$ cat src/rtl/fft_pkg.sv
// Shared constants and types for the FFT result-memory consumers.
package fft_pkg;

  localparam int BIT_WIDTH = 16;
  localparam int L         = 9;
  localparam int N         = 1 << L;
  localparam int HALF_N    = N / 2;

  // Bin-reader sequencer states
  typedef enum logic [2:0] {
    ST_IDLE  = 3'd0,
    ST_ISSUE = 3'd1,
    ST_WAIT  = 3'd2,
    ST_SEND  = 3'd3,
    ST_DONE  = 3'd4
  } rdr_state_t;

  // One result-RAM word: {re, im}, each signed Q1.15
  typedef struct packed {
    logic signed [BIT_WIDTH-1:0] re;
    logic signed [BIT_WIDTH-1:0] im;
  } cplx_t;

endpackage

$ cat src/rtl/fft_bin_reader_if.sv
// Result-RAM read port plus the {bin, magnitude} valid/ready stream.
interface fft_bin_reader_if #(
  parameter int dw = fft_pkg::BIT_WIDTH,
  parameter int aw = fft_pkg::L
);
  import fft_pkg::*;

  logic [aw-1:0]   rd_addr;
  logic [2*dw-1:0] rd_data;
  logic            out_valid;
  logic            out_ready;
  logic [aw-1:0]   out_bin;
  logic [2*dw-1:0] out_mag;

  modport master (
    output rd_addr,
    input  rd_data,
    output out_valid,
    input  out_ready,
    output out_bin,
    output out_mag
  );

  modport slave (
    input  rd_addr,
    output rd_data,
    input  out_valid,
    output out_ready,
    input  out_bin,
    input  out_mag
  );
endinterface

$ cat src/rtl/fft_bin_reader_mag_sq.sv
// Exact squared magnitude re^2 + im^2 of a signed complex sample.
module mag_sq #(
  parameter int bit_width = 16
) (
  input  logic signed [bit_width-1:0]   re,
  input  logic signed [bit_width-1:0]   im,
  output logic        [2*bit_width-1:0] mag
);
  import fft_pkg::*;

  logic signed [2*bit_width-1:0] re_x, im_x, re_sq, im_sq;

  // Sign-extend before squaring so the full-width product is exact.
  assign re_x  = {{bit_width{re[bit_width-1]}}, re};
  assign im_x  = {{bit_width{im[bit_width-1]}}, im};
  assign re_sq = re_x * re_x;
  assign im_sq = im_x * im_x;

  // Both squares are non-negative and at most 2^30, so the unsigned sum
  // (at most 2^31) fits without overflow.
  assign mag = $unsigned(re_sq) + $unsigned(im_sq);

endmodule

$ cat src/rtl/fft_bin_reader.sv
// Sweeps FFT bins 0..N/2-1, streams {bin, |X|^2} and tracks the non-DC peak.
//
// state | meaning
// ------+-----------------------------------------------------------
// IDLE  | waiting for start from the FFT core
// ISSUE | rd_addr holds the current bin; RAM samples it this cycle
// WAIT  | rd_data valid; register magnitude and bin
// SEND  | out_valid high until accepted; peak update on handshake
// DONE  | one-cycle done pulse
module fft_bin_reader #(
  parameter int bit_width = 16,
  parameter int L         = 9
) (
  input  logic                   clk,
  input  logic                   reset,
  input  logic                   start,
  fft_bin_reader_if.master       bus,
  output logic [L-1:0]           peak_bin,
  output logic [2*bit_width-1:0] peak_mag,
  output logic                   busy,
  output logic                   done
);
  import fft_pkg::*;

  localparam logic [2:0] IDLE  = ST_IDLE;
  localparam logic [2:0] ISSUE = ST_ISSUE;
  localparam logic [2:0] WAIT  = ST_WAIT;
  localparam logic [2:0] SEND  = ST_SEND;
  localparam logic [2:0] DONE  = ST_DONE;

  localparam logic [L-1:0] LAST_BIN = L'((1 << (L - 1)) - 1);

  logic [2:0]             state;
  logic [L-1:0]           cnt;
  logic [2*bit_width-1:0] mag;
  logic                   handshake;

  mag_sq #(.bit_width(bit_width)) u_mag_sq (
    .re  (bus.rd_data[2*bit_width-1:bit_width]),
    .im  (bus.rd_data[bit_width-1:0]),
    .mag (mag)
  );

  // Status outputs decode directly from the state register.
  assign bus.out_valid = (state == SEND);
  assign busy          = (state != IDLE);
  assign done          = (state == DONE);
  assign handshake     = bus.out_valid && bus.out_ready;

  // Sequencer, bin counter, output and peak registers.
  // rd_addr is loaded on entry to ISSUE so the RAM sees the bin address
  // for the whole ISSUE cycle and returns data in WAIT.
  always_ff @(posedge clk) begin
    if (reset) begin
      state       <= IDLE;
      cnt         <= '0;
      bus.rd_addr <= '0;
      bus.out_bin <= '0;
      bus.out_mag <= '0;
      peak_bin    <= '0;
      peak_mag    <= '0;
    end else begin
      case (state)
        IDLE: begin
          if (start) begin
            cnt         <= '0;
            bus.rd_addr <= '0;
            peak_bin    <= '0;
            peak_mag    <= '0;
            state       <= ISSUE;
          end
        end
        ISSUE: state <= WAIT;
        WAIT: begin
          bus.out_mag <= mag;
          bus.out_bin <= cnt;
          state       <= SEND;
        end
        SEND: begin
          if (handshake) begin
            // Strict compare keeps the lower bin on ties; DC never wins.
            if (bus.out_bin != '0 && bus.out_mag > peak_mag) begin
              peak_bin <= bus.out_bin;
              peak_mag <= bus.out_mag;
            end
            if (bus.out_bin == LAST_BIN) begin
              state <= DONE;
            end else begin
              cnt         <= cnt + 1'b1;
              bus.rd_addr <= cnt + 1'b1;
              state       <= ISSUE;
            end
          end
        end
        DONE:    state <= IDLE;
        default: state <= IDLE;
      endcase
    end
  end

endmodule
$ cat src/flat_wrapper.sv
// flat-port wrapper written by rule: the top's interface ports become plain ports
module fft_bin_reader_flat import fft_pkg::*;
#(
  parameter int bit_width = 16,
  parameter int L         = 9
)
  (clk, reset, start, peak_bin, peak_mag, busy, done, bus_rd_addr, bus_rd_data, bus_out_valid, bus_out_ready, bus_out_bin, bus_out_mag);
  fft_bin_reader_if bus_i ();
  input  logic clk;
  input  logic reset;
  input  logic start;
  output logic [L-1:0] peak_bin;
  output logic [2*bit_width-1:0] peak_mag;
  output logic busy;
  output logic done;
  output wire logic [$bits(bus_i.rd_addr)-1:0] bus_rd_addr;
  input wire logic [$bits(bus_i.rd_data)-1:0] bus_rd_data;
  output wire logic [$bits(bus_i.out_valid)-1:0] bus_out_valid;
  input wire logic [$bits(bus_i.out_ready)-1:0] bus_out_ready;
  output wire logic [$bits(bus_i.out_bin)-1:0] bus_out_bin;
  output wire logic [$bits(bus_i.out_mag)-1:0] bus_out_mag;
  assign bus_rd_addr = bus_i.rd_addr;
  assign bus_i.rd_data = bus_rd_data;
  assign bus_out_valid = bus_i.out_valid;
  assign bus_i.out_ready = bus_out_ready;
  assign bus_out_bin = bus_i.out_bin;
  assign bus_out_mag = bus_i.out_mag;
  fft_bin_reader #(.bit_width(bit_width), .L(L)) u_core (.clk(clk), .reset(reset), .start(start), .bus(bus_i), .peak_bin(peak_bin), .peak_mag(peak_mag), .busy(busy), .done(done));
endmodule
$ cat config.mk
export PLATFORM = sky130hd
export DESIGN_NAME = fft_bin_reader_flat
export DESIGN_NICKNAME = d
export VERILOG_FILES = /design/src/rtl/fft_pkg.sv /design/src/rtl/fft_bin_reader_if.sv /design/src/rtl/fft_bin_reader_mag_sq.sv /design/src/rtl/fft_bin_reader.sv /design/src/flat_wrapper.sv
export SDC_FILE = /design/constraint.sdc
export NUM_CORES = 2
export LEC_CHECK = 0
export ABC_AREA = 1
export CORE_ASPECT_RATIO = 1.2
export CORE_MARGIN = 10
export CORE_UTILIZATION = 40
export CTS_BUF_LIST = sky130_fd_sc_hd__clkbuf_4
export DETAILED_ROUTE_END_ITERATION = 12
export SYNTH_ARGS = -nofsm -noshare
export SYNTH_HDL_FRONTEND = slang
export SYNTH_HIERARCHICAL = 1
export SYNTH_SLANG_ARGS = --single-unit
$ cat constraint.sdc
create_clock -name clk -period 10.3 [get_ports clk]
set_input_delay 2.06 -clock clk [delete_from_list [all_inputs] [get_ports clk]]
set_output_delay 2.06 -clock clk [all_outputs]
set_load 0.05 [all_outputs]
# Word level (Yosys, flattened, before mapping)
# Index checks and enable logic that the tools add are counted.
[totals] regBits=94 wordCells=44 input_bits=36
[classes] n_reduce_logical=9 n_eq_ne=9 addsub=2 n_mul=2 magnitude_cmp=1 n_mux=15
[op_table] op="32-bit 2-to-1 mux" count=3
[op_table] op="16-bit by 16-bit multiplier with 32-bit output" count=2
[op_table] op="32-bit case mux with 2 select lines" count=1
[op_table] op="9-bit 2-to-1 mux" count=5
[op_table] op="9-bit case mux with 2 select lines" count=2
[op_table] op="32-bit adder" count=1
[op_table] op="32-bit > comparator" count=1
[op_table] op="3-bit case mux with 4 select lines" count=1
[op_table] op="9-bit by 1-bit adder with 9-bit output (second input constant)" count=1
[op_table] op="9-bit by 8-bit == test with 1-bit output (second input constant)" count=1
[op_table] op="3-bit 2-to-1 mux" count=3
[op_table] op="9-bit nonzero test" count=1
[op_table] op="2-bit != test (second input constant)" count=4
[op_table] op="4-bit AND reduction" count=2
[op_table] op="3-bit by 2-bit == test with 1-bit output (second input constant)" count=2
[op_table] op="3-bit by 1-bit == test with 1-bit output (second input constant)" count=1
[op_table] op="3-bit == test (second input constant)" count=1
[op_table] op="3-bit zero test" count=1
[op_table] op="3-bit nonzero test" count=1
[op_table] op="1-bit logical AND" count=2
[op_table] op="2-bit AND reduction" count=1
[op_table] op="2-bit nonzero test" count=1

# Logic depth before layout (Yosys ltp)
[depth] word_depth=5 mapped_depth=32

# Hierarchy
# The synthesis kept the hierarchy.
[by_module_without_submodules] mod="mag_sq" cells_each=2100 seq_area_each_um2=0.0 instances=1 area_each_um2=18179.9
[by_module_without_submodules] mod="fft_bin_reader" cells_each=691 seq_area_each_um2=1881.8 instances=1 area_each_um2=4859.7

# Worst setup path after synthesis
# No wires, ideal clock.
[synth_path] kind="input to register" from="input port bus_rd_data[15]" to="register u_core.bus.out_mag[27]" setup_slack_ps=1614 path_buffers=2 path_stages=27 arrival_time_ps=8557 required_ps=10172 path_cell_list="clkbuf_1 buf_1 nand2_1 inv_1 fa_1 fa_1 inv_1 fa_1 inv_1 fa_1 fa_1 fa_1 fa_1 inv_1 fa_1 inv_1 ha_1 nand2_1 inv_1 nand3_1 nor2_1 nand4_1 nand3_1 a21oi_2 xor2_1 o21ai_0 a21oi_1"
[synth_via] elab_chain_cells=2
[synth_rtl] element="start: declaration" line_no="flat_wrapper.sv:17" rtl="input wire logic [$bits(bus_i.rd_data)-1:0] bus_rd_data;"
[synth_rtl] element="16-bit by 16-bit multiplier with 32-bit output" line_no="fft_bin_reader_mag_sq.sv:17" rtl="assign im_sq = im_x * im_x;"
[synth_rtl] element="32-bit adder" line_no="fft_bin_reader_mag_sq.sv:21" rtl="assign mag = $unsigned(re_sq) + $unsigned(im_sq);"
[synth_rtl] element="named net u_core.mag[27]" line_no="fft_bin_reader.sv:35" rtl="logic [2*bit_width-1:0] mag;"
[synth_rtl] element="end signal: assignment" line_no="fft_bin_reader.sv:75" rtl="bus.out_mag <= mag;"
[synth_rtl] element="end: declaration" line_no="fft_bin_reader_if.sv:21" rtl="output out_mag"
# The timed path passes the listed nets, and every way through them passes these cells.
# A chain may end at the register's enable or synchronous reset.

# Worst setup path in the final report
[layout_path] from="input port bus_rd_data[15]" to="register u_core.bus.out_mag[30]"
# Same word-level chain as after synthesis.

==> impl_metrics.json <==
{
  "synth_edf_count": 0,
  "worstHoldPathType": "flip-flop to flip-flop",
  "worst_path_most_repeated_cell": "fa_1",
  "startpoint_type": "input pin",
  "postCtsSetupBuffers": 0,
  "end_kind": "flip-flop",
  "antenna_found_initial": 3,
  "finalSetupViolCount": 0,
  "place_ws_ps": 392,
  "worst-setup-path-type": "input pin to flip-flop",
  "layout_setup_ws_ps": 931,
  "overflow": 0,
  "wl_per_cell_um": 16.3,
  "routed_wl_um": 58900,
  "cp.buffers_inverters": 7,
  "track_usage_pct": 17.9,
  "die_h_um": 283,
  "tightestPinTransition_ps": 1050,
  "grt_max_degree": 80,
  "cts_tree": "done",
  "cts_resized": 0,
  "status": "finished clean",
  "clock_skew_ps": 14.6,
  "cts_max_level": 3,
  "drc": 0,
  "cts_buffer_depth": 2,
  "port-buffer-count": 129,
  "ys.warnings.count": 6,
  "drive_above_1_share_pct": 3.58,
  "cp_max_fo": 10,
  "cp_slowest_stage_delay_ps": 830,
  "clock.fmax_mhz": 107,
  "rows": 96,
  "grt_pass1_vias": 18924,
  "core_mm2": 0.0572,
  "layout.nets": 3615,
  "dr_total_vias": 17115,
  "seq_area_frac_synth_pct": 8.17,
  "place_hpwl_um": 52600,
  "cts_root_buffer": "clkbuf_4",
  "final.period_utilization_pct": 91.0,
  "cts_num_sinks": 94,
  "slew_viol_final": 0,
  "rsz0062_at_grt": "no",
  "gp_congestion": 0.928,
  "tns_ps": 0,
  "viasPerCell": 4.73,
  "slew_headroom_pct": 30.0,
  "ios": 130,
  "dr.pass1.iters": 5,
  "finalHoldViolCount": 0,
  "synth_ff_type": "dfxtp_1",
  "final_util_pct": 44.2,
  "ant_nets": 0,
  "netlist_instances": 2791,
  "die_w_um": 239,
  "ys_ff_latch": 94,
  "synth_cell_types": 49,
  "min_period_ps": 9370,
  "drt_iter0_drc": 857,
  "timing.hold.ws_ps": 504,
  "ctsHoldBuffers": 0,
  "ys_async_sr_fraction_pct": 0,
  "worst_skew_pair.late_latency_ps": 500,
  "slowest_stage": "clkdlybuf4s50_1",
  "initial_core_util_pct": 40.3,
  "syn_area_mm2": 0.0230,
  "grt_first_pass_wirelength_um": 98300,
  "synth.avg_cell_area_um2": 8.25,
  "synth_nets": 3529,
  "cp.required_ps": 10650,
  "cap_viol_max_count": 0,
  "critical_path_arrival_ps": 9720,
  "area_delta_synth_final_pct": 9.66,
  "path_delay_family": "adder cells",
  "die_area_mm2": 0.0676,
  "cts_made_buffers": 9,
  "path_clk_slew_ps": 150
}
==> layer usage <==
layer  wire length (um)  share of wire (%)  track usage, %
met5                 28              0.048               0
met4               1460                2.5            4.84
met3               2330                4.0            1.92
met2              30500                 52            32.5
met1              24500                 42            21.9
==> sequential cells by signal (all words and copies together) (netlist names) <==
register,count
u_core/bus.out_mag,32
u_core/peak_mag,32
u_core/bus.out_bin,9
u_core/cnt,9
u_core/peak_bin,9
u_core/state,3
==> per-stage QoR <==
step,cells,cell area [um2]
after floorplan,2791,23000
after global placement,3601,25200
after detailed placement,3601,25200
after CTS,3616,25300
after global routing,3617,25300
final,3617,25300
==> kinds of logic (layout without fill, tap and decap cells) <==
logic type      count (synthesis)  in the layout  synth area share [%]
buf+inv                       981           1071                  16.2
simple gates                  755            755                  13.6
fa+ha+maj                     702            702                  55.1
compound gates                217            217                  5.27
flops                          94             94                  8.17
xor+xnor                       42             42                  1.60
other cells                     0              1                     0
==> synth_stat cells, types with 14 or more instances <==
cell type,instances,share of area (%)
xor2_1,30,1.1
nor2_1,164,2.7
inv_1,873,14
dfxtp_1,94,8.2
nand3_1,66,1.4
nor3_1,14,0.30
fa_1,522,45
ha_1,180,9.8
a21oi_1,122,2.7
clkbuf_1,82,1.3
o21ai_0,58,1.3
nand2_1,456,7.4
==> worst register-to-register path: stages, from the launching register on <==
cell and delay, ps:
dfxtp_1 430, nand3_2 760, or2_1 550, nand2_2 110, a21oi_4 50, nand2_2 430
buf_4 540, nand2_1 100, inv_1 140, o21ai_0 100, a21oi_1 120
==> layout make-up <==
class / instances / area (um2)
sequential: 94 / 1880
multi-input combinational: 1716 / 17400
timing repair buffer: 176 / 1640
fill: 5689 / 31900
tap: 735 / 920
inverter: 880 / 3300
clock inverter: 6 / 28.8
clock buffer: 9 / 67.6
antenna: 1 / 2.50
==> path summary, 6_finish.rpt <==
kind / startpoint / endpoint / slack (ps) / cells after the start
setup / recovery: bus_rd_data[15] / u_core/bus.out_mag[30] / 930 / 25
hold / removal: u_core/peak_bin[0] / u_core/peak_bin[0] / 500 / 2
setup reg to reg: u_core/state[0] / u_core/cnt[3] / 6920 / 10
hold reg to reg: u_core/peak_bin[0] / u_core/peak_bin[0] / 500 / 2
==> layout by cell type, fill, tap and decap left out, types with 3 or more instances in the layout <==
master | Yosys | final
a211oi_1 | 3 | 3
a21o_1 | 8 | 8
a21oi_1 | 122 | 122
a31oi_1 | 3 | 3
buf_4 | 3 | 47
clkbuf_4 | 0 | 9
clkdlybuf4s50_1 | 0 | 129
clkinv_1 | 1 | 4
dfxtp_1 | 94 | 94
fa_1 | 522 | 522
ha_1 | 180 | 180
inv_1 | 873 | 872
inv_2 | 6 | 8
nand2_1 | 456 | 456
nand2_2 | 12 | 12
nand3_1 | 66 | 66
nand3b_1 | 12 | 12
nand4_1 | 9 | 9
nor2_1 | 164 | 164
nor2_2 | 3 | 3
nor3_1 | 14 | 14
nor4_1 | 5 | 5
o21ai_0 | 58 | 58
o21ai_2 | 4 | 4
o21bai_1 | 6 | 6
or2_2 | 4 | 4
xnor2_1 | 12 | 12
xor2_1 | 30 | 30
Power is left out: the tool's default activity adds up to more than one toggle a clock period on the data nets, which glitch-free logic cannot reach.
